`src/rtl/mem_row_fetcher.sv`:
```
`default_nettype none
`timescale 1ns/1ps
// ============================================================================
// Module      : mem_row_fetcher
// Description : Fetches NUM_WORDS 64-bit words over an Avalon-MM read port
//               (one read outstanding) and serialises each word MSB-first
//               into a valid/ready byte stream tagged with row/column.
//               Optional read watchdog enabled by the FETCH_TIMEOUT_EN macro.
// Revision    : 1.0 - initial release
// ============================================================================
module mem_row_fetcher #(
  parameter int          NUM_WORDS      = 9,
  parameter logic [31:0] BASE_ADDR      = 32'd0,
  parameter int          TIMEOUT_CYCLES = 64
) (
  input  logic        clk,
  input  logic        rst,
  input  logic        start,
  output logic [31:0] address,
  output logic        read,
  input  logic        waitrequest,
  input  logic [63:0] readdata,
  input  logic        readdatavalid,
  output logic        out_valid,
  input  logic        out_ready,
  output logic [7:0]  out_data,
  output logic [3:0]  out_row,
  output logic [2:0]  out_col,
  output logic        out_last,
  output logic        busy,
  output logic        done,
  output logic        err
);

  typedef enum logic [2:0] {
    S_IDLE      = 3'd0,
    S_REQ       = 3'd1,
    S_WAIT_DATA = 3'd2,
    S_SHIFT     = 3'd3,
    S_DONE      = 3'd4,
    S_ERROR     = 3'd5
  } state_t;

  localparam logic [3:0] LAST_WORD = 4'(NUM_WORDS - 1);

  state_t      state;
  logic [3:0]  word_idx;
  logic [2:0]  byte_idx;
  logic [63:0] shreg;

  // The stream fields are direct views of registered state, so they are
  // glitch-free and naturally hold while the consumer stalls.
  assign out_data = shreg[63:56];
  assign out_row  = word_idx;
  assign out_col  = byte_idx;

`ifdef FETCH_TIMEOUT_EN
  localparam int            TW       = $clog2(TIMEOUT_CYCLES + 1);
  localparam logic [TW-1:0] TMO_LAST = TW'(TIMEOUT_CYCLES - 1);

  logic [TW-1:0] tmo_cnt;
  logic          err_r;

  assign err = err_r;
`else
  logic unused_cfg;

  // Without the watchdog the limit has no meaning; err can never assert.
  assign unused_cfg = (TIMEOUT_CYCLES != 0);
  assign err        = 1'b0;
`endif

  // Fetch/serialise controller; every output is registered here.
  always_ff @(posedge clk or posedge rst) begin
    if (rst) begin
      state     <= S_IDLE;
      word_idx  <= 4'd0;
      byte_idx  <= 3'd0;
      shreg     <= 64'd0;
      address   <= 32'd0;
      read      <= 1'b0;
      out_valid <= 1'b0;
      out_last  <= 1'b0;
      busy      <= 1'b0;
      done      <= 1'b0;
`ifdef FETCH_TIMEOUT_EN
      tmo_cnt   <= '0;
      err_r     <= 1'b0;
`endif
    end else begin
      case (state)
        S_IDLE, S_DONE, S_ERROR: begin
          if (start) begin
            state    <= S_REQ;
            word_idx <= 4'd0;
            done     <= 1'b0;
            busy     <= 1'b1;
`ifdef FETCH_TIMEOUT_EN
            err_r    <= 1'b0;
`endif
          end else if (state == S_DONE) begin
            // done rises one cycle after the final byte transfer.
            done <= 1'b1;
          end
        end

        S_REQ: begin
          // First cycle launches the request; afterwards hold it until
          // the slave stops stalling.
          if (!read) begin
            read    <= 1'b1;
            address <= BASE_ADDR + {28'd0, word_idx};
          end else if (!waitrequest) begin
            read  <= 1'b0;
            state <= S_WAIT_DATA;
          end
        end

        S_WAIT_DATA: begin
          if (readdatavalid) begin
            shreg    <= readdata;
            byte_idx <= 3'd0;
            state    <= S_SHIFT;
          end
        end

        S_SHIFT: begin
          if (!out_valid) begin
            out_valid <= 1'b1;
            out_last  <= 1'b0;
          end else if (out_ready) begin
            shreg <= {shreg[55:0], 8'h00};
            if (byte_idx == 3'd7) begin
              // byte_idx stays at 7 until the next word is loaded.
              out_valid <= 1'b0;
              out_last  <= 1'b0;
              if (word_idx == LAST_WORD) begin
                state <= S_DONE;
                busy  <= 1'b0;
              end else begin
                word_idx <= word_idx + 4'd1;
                state    <= S_REQ;
              end
            end else begin
              byte_idx <= byte_idx + 3'd1;
              out_last <= (byte_idx == 3'd6) && (word_idx == LAST_WORD);
            end
          end
        end

        default: begin
          state <= S_IDLE;
        end
      endcase

`ifdef FETCH_TIMEOUT_EN
      // Watchdog counts stalled cycles in REQ/WAIT_DATA and restarts on
      // every state entry; progress on the same edge takes priority.
      if ((state == S_REQ && !(read && !waitrequest)) ||
          (state == S_WAIT_DATA && !readdatavalid)) begin
        if (tmo_cnt == TMO_LAST) begin
          state     <= S_ERROR;
          err_r     <= 1'b1;
          read      <= 1'b0;
          busy      <= 1'b0;
          out_valid <= 1'b0;
          tmo_cnt   <= '0;
        end else begin
          tmo_cnt <= tmo_cnt + 1'b1;
        end
      end else begin
        tmo_cnt <= '0;
      end
`endif
    end
  end

endmodule
`default_nettype wire

```
`config.mk`:
```
export PLATFORM = sky130hd
export DESIGN_NAME = mem_row_fetcher
export DESIGN_NICKNAME = d
export VERILOG_FILES = /design/src/rtl/mem_row_fetcher.sv
export SDC_FILE = /design/constraint.sdc
export NUM_CORES = 1
export LEC_CHECK = 0
export BUFFER_PORTS_ARGS = -buffer_cell sky130_fd_sc_hd__clkbuf_2
export CAP_MARGIN = 10
export CORE_MARGIN = 2
export CORE_UTILIZATION = 40
export CTS_CLUSTER_DIAMETER = 120
export CTS_CLUSTER_SIZE = 40
export DETAILED_ROUTE_END_ITERATION = 6
export GPL_ROUTABILITY_DRIVEN = 0
export GPL_TIMING_DRIVEN = 0
export PLACE_DENSITY = 0.67
export RECOVER_POWER = 50
export SETUP_SLACK_MARGIN = 0.2
export SYNTH_ARGS = -nofsm -noshare
export SYNTH_HDL_FRONTEND = slang
export SYNTH_SLANG_ARGS = --single-unit
```
`constraint.sdc`:
```
create_clock -name clk -period 2.3 [get_ports clk]
set_input_delay 0.23 -clock clk [delete_from_list [all_inputs] [get_ports clk]]
set_output_delay 0.23 -clock clk [all_outputs]
set_load 0.03 [all_outputs]
```
**Yosys cells after proc, flatten, opt, wreduce, memory -nomap -nowiden**

Index checks and enable logic that the tools add are counted.

- Add/sub/neg operators: 2
- Equality and inequality tests: 19
- Muxes and demuxes: 40
- Bitwise gates (word level): 1
- Reduce and logical (&&, ||, !) cells: 14

Operators with widths:

| cell | count |
|---|---|
| 64-bit 2-to-1 mux | 3 |
| 64-bit case mux with 2 select lines | 1 |
| 3-bit 2-to-1 mux | 12 |
| 4-bit 2-to-1 mux | 5 |
| 2-bit inequality test (second input constant) | 10 |
| 1-bit 2-to-1 mux | 15 |
| 3-bit equality test (second input constant) | 4 |
| 3-bit case mux with 4 select lines | 1 |
| 6-bit AND reduction | 2 |
| 4-bit case mux with 2 select lines | 1 |
| 7-bit AND reduction | 1 |
| 3-bit by 2-bit equality test with 1-bit output (second input constant) | 2 |
| 3-bit case mux with 2 select lines | 1 |
| 2-bit AND reduction | 3 |
| 2-bit nonzero test | 3 |
| 5-bit AND reduction | 1 |
| 4-bit by 1-bit adder with 4-bit output (second input constant) | 1 |
| 4-bit equality test (second input constant) | 1 |
| 4-bit AND reduction | 1 |
| 3-bit by 1-bit adder with 3-bit output (second input constant) | 1 |
| 3-bit by 1-bit equality test with 1-bit output (second input constant) | 1 |
| 3-bit zero test | 1 |
| 3-bit OR reduction | 1 |
| 2-bit by 1-bit inequality test with 1-bit output (second input constant) | 1 |
| 3 further kinds | 3 |

- Bits in registers: 83
- Input bits: 70
- Output and inout bits: 53
- Logic and storage cells: 86

**Longest topological paths before layout**

Gate-level depths: netlist of the first run.

- Word-level depth: 6
- Gate-level depth with buffers: 7
- Mapped depth without buffers: 6

**Worst setup path before layout of the first run**

No wires, ideal clock.

- Kind: reg-to-reg
- Start point: register byte_idx[1], in the netlist out_col[1]
- End point: register state[0]
- Library setup time: 0.125 ns
- Arrival: 1.819 ns
- Data required time: 2.175 ns
- Path slack: 0.356 ns
- Cell stages (with the launch flop): 7
- Buffers on the path: 1
- Clock period less this slack: 1.944 ns
- Path through: dfrtp_1 > ha_1 > ha_1 > clkbuf_1 > inv_1 > a221o_1 > mux2_4

- Word-level cells in the longest chain between the ends: 3

RTL lines:

| what | line | RTL |
|---|---|---|
| from (decl) | 48 | `logic [2:0] byte_idx;` |
| from (signal assigned) | 145 | `byte_idx <= byte_idx + 3'd1;` |
| 3-bit equality test | 133 | `if (byte_idx == 3'd7) begin` |
| 2-bit inequality test (no line) | n/a |  |
| 7-bit AND reduction (no line) | n/a |  |
| to (signal assigned) | 138 | `state <= S_DONE;` |
| to (signal assigned) | 142 | `state <= S_REQ;` |
| to (signal assigned) | 152 | `state <= S_IDLE;` |
| to (decl) | 46 | `state_t state;` |

Every way passes these cells.
A chain may end at the register's enable or synchronous reset.

**Final worst setup path of the first run**

- Start point: register state[0]
- End point: register state[0]

- Word-level cells in the longest chain between the ends: 4
- Elaborated cells on any way between the ends: 16
- Classes of those cells: eq/ne: 12; mux: 1; reduce/logical: 3

RTL lines:

| what | line | RTL |
|---|---|---|
| from (signal assigned) | 76 | `state <= S_IDLE;` |
| from (signal assigned) | 94 | `state <= S_REQ;` |
| from (signal assigned) | 115 | `state <= S_WAIT_DATA;` |
| 3-bit equality test / 3-bit zero test (equally long branches) | 91 | `case (state)` |
| 3-bit OR reduction | 91 |  |
| 2-bit inequality test (no line) | n/a |  |
| 7-bit AND reduction (no line) | n/a |  |

Several ways; a longest one is shown, not always the timed one.

==> impl_metrics.csv, run 1 <==
group,metric,value,unit
status,outcome,"finished clean",
timing,setup_slack,338,ps
layout,drive_gt1_share,25.6,%
timing,min_period,1960,ps
pwr,powerDensity,1330,nW/um2
layout,multi_input_area,1720,um2
layout,nNetsFinal,699,
yosys,yosys_warnings,0,
detailed_routing,first_iter_violations,147,
yosys,ys_seq_elements,83,
min_path,min_path_cells,3,
layout,syn2layout_area_growth,22.7,%
yosys,ys.flop_type,"dfrtp_1",
clock_tree,path_clk_slew,90,ps
min_path,hold_path_class,"in2reg",
timing,tightestPinTransition,964,ps
clock_tree,cts_buffers,9,
clock_tree,cts_root_buf,"clkbuf_8",
worst_setup_path,cp_data_required_time,2540,ps
die,start_util,40.8,%
timing,fin_worst_skew,13.5,ps
worst_setup_path,r2r_end,"state[0]",
yosys,ys_seq_area_share,50.0,%
timing,hold_viol,0,
global_route,grt_pass1_wl,16.4,mm
layout,nFillCells,1007,
die,io_pins,123,
detailed_routing,via_count,3588,
clock_tree,htree_levels,3,
pwr,ir_worst_vdd,0.534,mV
yosys,async_flop_share,100,%
detailed_routing,avgRoutedWirePerCell,13.2,um
worst_setup_path,crit_fanout,10,
min_path,hp-start,"readdata[0]",
worst_setup_path,rrSetupSlack,340,ps
layout,fin_util,50.1,%
clock_tree,cts_tree,"yes",
pwr,leakage,2.53,nW
die,die_w,106,um
detailed_routing,via_per_inst,4.69,
worst_setup_path,cp-start-kind,"flip-flop",
die,num_rows,37,
yosys,synth_cell_types,37,
global_route,antenna_found_initial,0,
global_route,grt_pass1_vias,3508,
die,die_h,106,um
placement,hpwl,7.61,mm
placement,postPlaceCellArea,4940,um2
yosys,netlist_area,4160,um2
die,core,10200,um2
yosys,avgSynthCellArea,8.50,um2
timing,finalCritPeriodShare,85.3,%
layout,n_antenna_cell,0,
placement,portBuffers,93,
timing,clock.fmax,510,MHz
clock_tree,cts_buffer_depth,2,
detailed_routing,dr.pass1.iters,4,
global_route,grt_use_total,18.6,%
layout,finalInstanceArea,5100,um2
yosys,synth_edf_count,0,
worst_setup_path,end_kind,"flip-flop",
timing,setup_viol,0,
timing,tns,0,ps
yosys,synthCells,489,
min_path,min_to,"shreg[0]",
detailed_routing,drc,0,
global_route,grt_overflow,0,
worst_setup_path,critical_path_class,"reg2reg",
clock_tree,insertion_delay,350,ps
clock_tree,post_cts_resized,0,
job,maxCapViolations,0,
timing,whs,83.5,ps
worst_setup_path,rr_worst_depth,5,
die,dieArea,11200,um2
worst_setup_path,r2r_start,"state[0]",
clock_tree,cts_sinks,83,
timing,rsz0062_at_grt,"no",
layout,seq_area,2080,um2
detailed_routing,final_antenna_net_count,0,
placement,dp_slack,395,ps
global_route,grt_max_degree,41,
worst_setup_path,arrival,2200,ps
timing,slew_headroom,35.7,%
timing,final_max_slew_viol_count,0,
detailed_routing,wl,10.1,mm
[layout make-up]
cell class	count	area share, %
plain buffers	70	8.37
clock buffers	10	2.50
well taps	136	3.34
flip-flops and latches	83	40.7
multi-input cells	356	33.8
inverters	8	0.613
clock inverters	6	1.40
repair buffers	96	9.27
[power by group]
part	internal (mW)	leakage [nW]	total (mW)	switching, mW
Clock	0.514	0.0939	1.08	0.564
Sequential	2.10	0.969	2.45	0.353
Combinational	1.16	1.47	3.24	2.08
[through the flow]
step / total power, mW / instances
final: 6.77 / 765
after global routing: 7.38 / 765
after CTS: 6.85 / 765
after detailed placement: 5.78 / 748
after global placement: 5.66 / 746
after floorplan: 4.91 / 517
[synth_stat cells (2+ instances only)]
library cell	count	area share, %
a21oi_1	4	0.48
a31oi_1	56	8.4
and3_1	4	0.60
buf_2	14	1.7
buf_4	40	7.2
clkbuf_1	16	1.4
dfrtp_1	83	50
ha_1	5	1.5
inv_1	8	0.72
mux2_2	4	1.1
nand2_1	136	12
nand3_1	15	1.8
nand3b_1	2	0.36
nand4_1	3	0.45
nor2_1	68	6.1
nor2b_1	2	0.30
o211ai_1	5	0.90
o21ai_0	5	0.60
[per-layer routing]
layer	up-vias	global-route usage, %	part of all wire, %
met3	9	5.03	7.6
met4	0	6.86	1.4
met2	120	30.2	47
li1	1839	-	-
met1	1620	24.1	44
met5	-	0	0
[critical path, cell delays in order, from the launching register on]
cell      delay, ps
dfrtp_1         410
clkbuf_1        340
nand2b_1        260
a211oi_2        370
a221o_1         180
mux2_4          300
[worst max path at each step]
stage,startpoint,endpoint,slack [ps],depth (start not counted)
3_3_place_gp,out_col[1],state[0],430,6
3_5_place_dp,out_col[1],state[0],390,6
4_1_cts,out_col[1],state[0],380,6
2_1_floorplan,out_col[1],state[0],360,6
5_1_grt,state[0],state[0],220,5
6_report,state[0],state[0],340,5
[sequential cells by signal, summed over array words and instances (netlist names)]
name and count:
address 4, busy 1, done 1, out_col 3, out_last 1, out_row 4
out_valid 1, read 1, shreg 64, state 3
[cells by family (layout without fill, tap and decap cells)]
kind of cell	Yosys count	count (layout)	share of synthesized area, %
AO/OA/AOI/OAI	78	78	12.2
XOR/XNOR	2	2	0.421
adder cells (fa/ha/maj)	5	5	1.50
buffers and inverters	78	190	11.1
flip-flops	83	83	50.0
multiplexers	5	5	1.44
other	1	29	0.0902
AND/OR/NAND/NOR	237	237	23.3
[cells in the final DEF, fill, tap and decap left out, drive strengths merged, types with 4 or more instances in the layout]
cell type  Yosys  final
nand2        136    136
clkbuf        16    122
dfrtp         83     83
nor2          68     68
a31oi         56     56
buf           54     53
conb           1     29
nand3         15     15
inv            8     10
o211ai         5      5
o21ai          5      5
ha             5      5
mux2           5      5
and3           4      4
a21oi          4      4
[repair_timing]
action                    4_1_cts  5_1_grt
hold buffers                    1        0
hold endpoints to repair       11        0
buffers inserted                0        0
(Power assumes the default switching activity.)
==> inputs of run 2 (changes only) <==
CTS_BUF_LIST = sky130_fd_sc_hd__clkbuf_2   (was unset)
==> run 2 against run 1 <==
Against the previous run:
- clock skew rose by 18 ps
- critical path depth unchanged
- sequential share of layout area fell by 4.2 points
- combinational power is 3% higher
- count of clock-buffer cells in the layout is the same
- design area rose by 11%
- power shrank 2.5%
- die area stayed put
- final cell count is 8.6% higher
- hold slack about the same
- critical endpoint unchanged
- highest routed layer unchanged
==> impl_metrics.csv, run 2 (synthesis gave the netlist of run 1 again) <==
group,metric,value,unit
layout,seq_area,2080,um2
global_route,grt_pass1_vias,3894,
worst_setup_path,cp-start-kind,"flip-flop",
layout,drive_gt1_share,23.3,%
detailed_routing,via_count,3896,
global_route,antenna_found_initial,0,
status,outcome,"finished clean",
worst_setup_path,rrSetupSlack,310,ps
worst_setup_path,crit_end,"state[0]",
clock_tree,htree_levels,3,
timing,tns,0,ps
timing,rsz0062_at_grt,"no",
clock_tree,cts_sinks,83,
clock_tree,cts_root_buf,"clkbuf_2",
pwr,leakage,2.78,nW
die,die_w,106,um
placement,postPlaceCellArea,4940,um2
global_route,grt_pass1_wl,18.1,mm
clock_tree,postCtsSetupBuffers,0,
timing,setup_viol,0,
global_route,grt_overflow,0,
detailed_routing,avgRoutedWirePerCell,13.2,um
placement,hpwl,7.61,mm
timing,finalCritPeriodShare,86.5,%
min_path,hold_path_class,"in2reg",
worst_setup_path,critPathLaunch,"state[0]",
layout,multi_input_area,1720,um2
die,core,10200,um2
worst_setup_path,cp_data_required_time,2740,ps
clock_tree,cts_buffer_depth,2,
timing,hold_viol,0,
timing,tightestPinTransition,969,ps
layout,syn2layout_area_growth,36.7,%
detailed_routing,wl,11.0,mm
die,start_util,40.8,%
timing,slew_headroom,35.4,%
pwr,powerDensity,1160,nW/um2
timing,clock.fmax,502,MHz
clock_tree,path_clk_slew,240,ps
detailed_routing,final_antenna_net_count,0,
layout,nFillCells,951,
worst_setup_path,r2r_end,"state[0]",
detailed_routing,dr.pass1.iters,4,
layout,layout_commonest_cell,"nand2_1",
pwr,ir_worst_vdd,0.548,mV
clock_tree,cts_buffers,9,
worst_setup_path,critical_path_class,"reg2reg",
global_route,grt_max_degree,41,
clock_tree,cts_tree,"yes",
clock_tree,insertion_delay,530,ps
layout,final_cell_mix,"136 x nand2_1, 95 x clkbuf_2, 83 x dfrtp_1",
layout,nNetsFinal,765,
worst_setup_path,r2r_start,"state[0]",
placement,portBuffers,93,
timing,final_max_slew_viol_count,0,
die,dieArea,11200,um2
clock_tree,post_cts_resized,0,
timing,min_period,1990,ps
detailed_routing,drc,0,
layout,n_antenna_cell,0,
detailed_routing,via_per_inst,4.69,
worst_setup_path,rr_worst_depth,5,
layout,largest_reg_flops,64,
detailed_routing,first_iter_violations,182,
global_route,grt_use_total,20.4,%
die,num_rows,37,
layout,finalInstanceArea,5680,um2
job,maxCapViolations,0,
die,io_pins,123,
worst_setup_path,arrival,2430,ps
die,die_h,106,um
worst_setup_path,crit_fanout,10,
layout,top_register,"shreg",
worst_setup_path,end_kind,"flip-flop",
timing,fin_worst_skew,31.3,ps
run 2: changes by cell type in the layout (fill, tap and decap cells not counted):
cell,delta
clkbuf_8,-9
clkbuf_2,+10
dlygate4sd3_1,+66
clkbuf_1,-1
run 2: worst min path at each step:
stage,from,end,slack [ps],cells after the start
global route,out_ready,out_last,60,4
finish,out_ready,out_last,80,4
detailed placement,rst,shreg[58],220,2
floorplan,start,done,340,1
CTS,out_ready,out_last,20,4
global placement,readdata[4],shreg[4],450,3
run 2: what timing repair did:
action,CTS,global route
setup endpoints to repair,0,0
endpoints found under the hold margin,149,0
hold buffers,67,0
run 2: worst max-delay path, cell delays in order (launching register included):
cell and delay, ps:
dfrtp_1 450, clkbuf_1 350, nand2b_1 260, a211oi_2 370, a221o_1 180, mux2_4 300
run 2: final cells by class:
cell class                 instances  area share, %
tap                              136           2.99
inverter                           8          0.550
timing repair buffer             162           19.9
clock inverter                     6           1.25
multi-input combinational        356           30.3
buffer                            70           7.51
sequential                        83           36.5
clock buffer                      10          0.881
run 2: power by group:
group | internal, mW | switching (mW) | leakage [nW]
registers | 2.09 | 0.356 | 0.969
logic | 1.23 | 2.12 | 1.74
clock network | 0.267 | 0.537 | 0.0696
run 2: through the flow:
| step | util (%) | instances | hold WS, ps | power, mW | setup slack (ps) |
|---|---|---|---|---|---|
| 3_3_place_gp | 48.1 | 746 | 450 | 5.66 | 433 |
| 4_1_cts | 56.3 | 831 | 16.2 | 6.66 | 374 |
| 2_1_floorplan | - | 517 | 338 | 4.91 | 356 |
| 3_5_place_dp | 48.5 | 748 | 218 | 5.78 | 395 |
| 5_1_grt | 55.8 | 831 | 55.0 | 7.21 | 204 |
| 6_report | 55.8 | 831 | 83.4 | 6.60 | 310 |
run 2: per-layer routing:
metal	vias to the layer above	part of all wire (%)	track usage, %
met5	-	0	4.76
met4	0	2.5	8.27
met3	20	6.2	3.92
met2	120	49	34.7
met1	1779	42	25.2
li1	1977	-	-
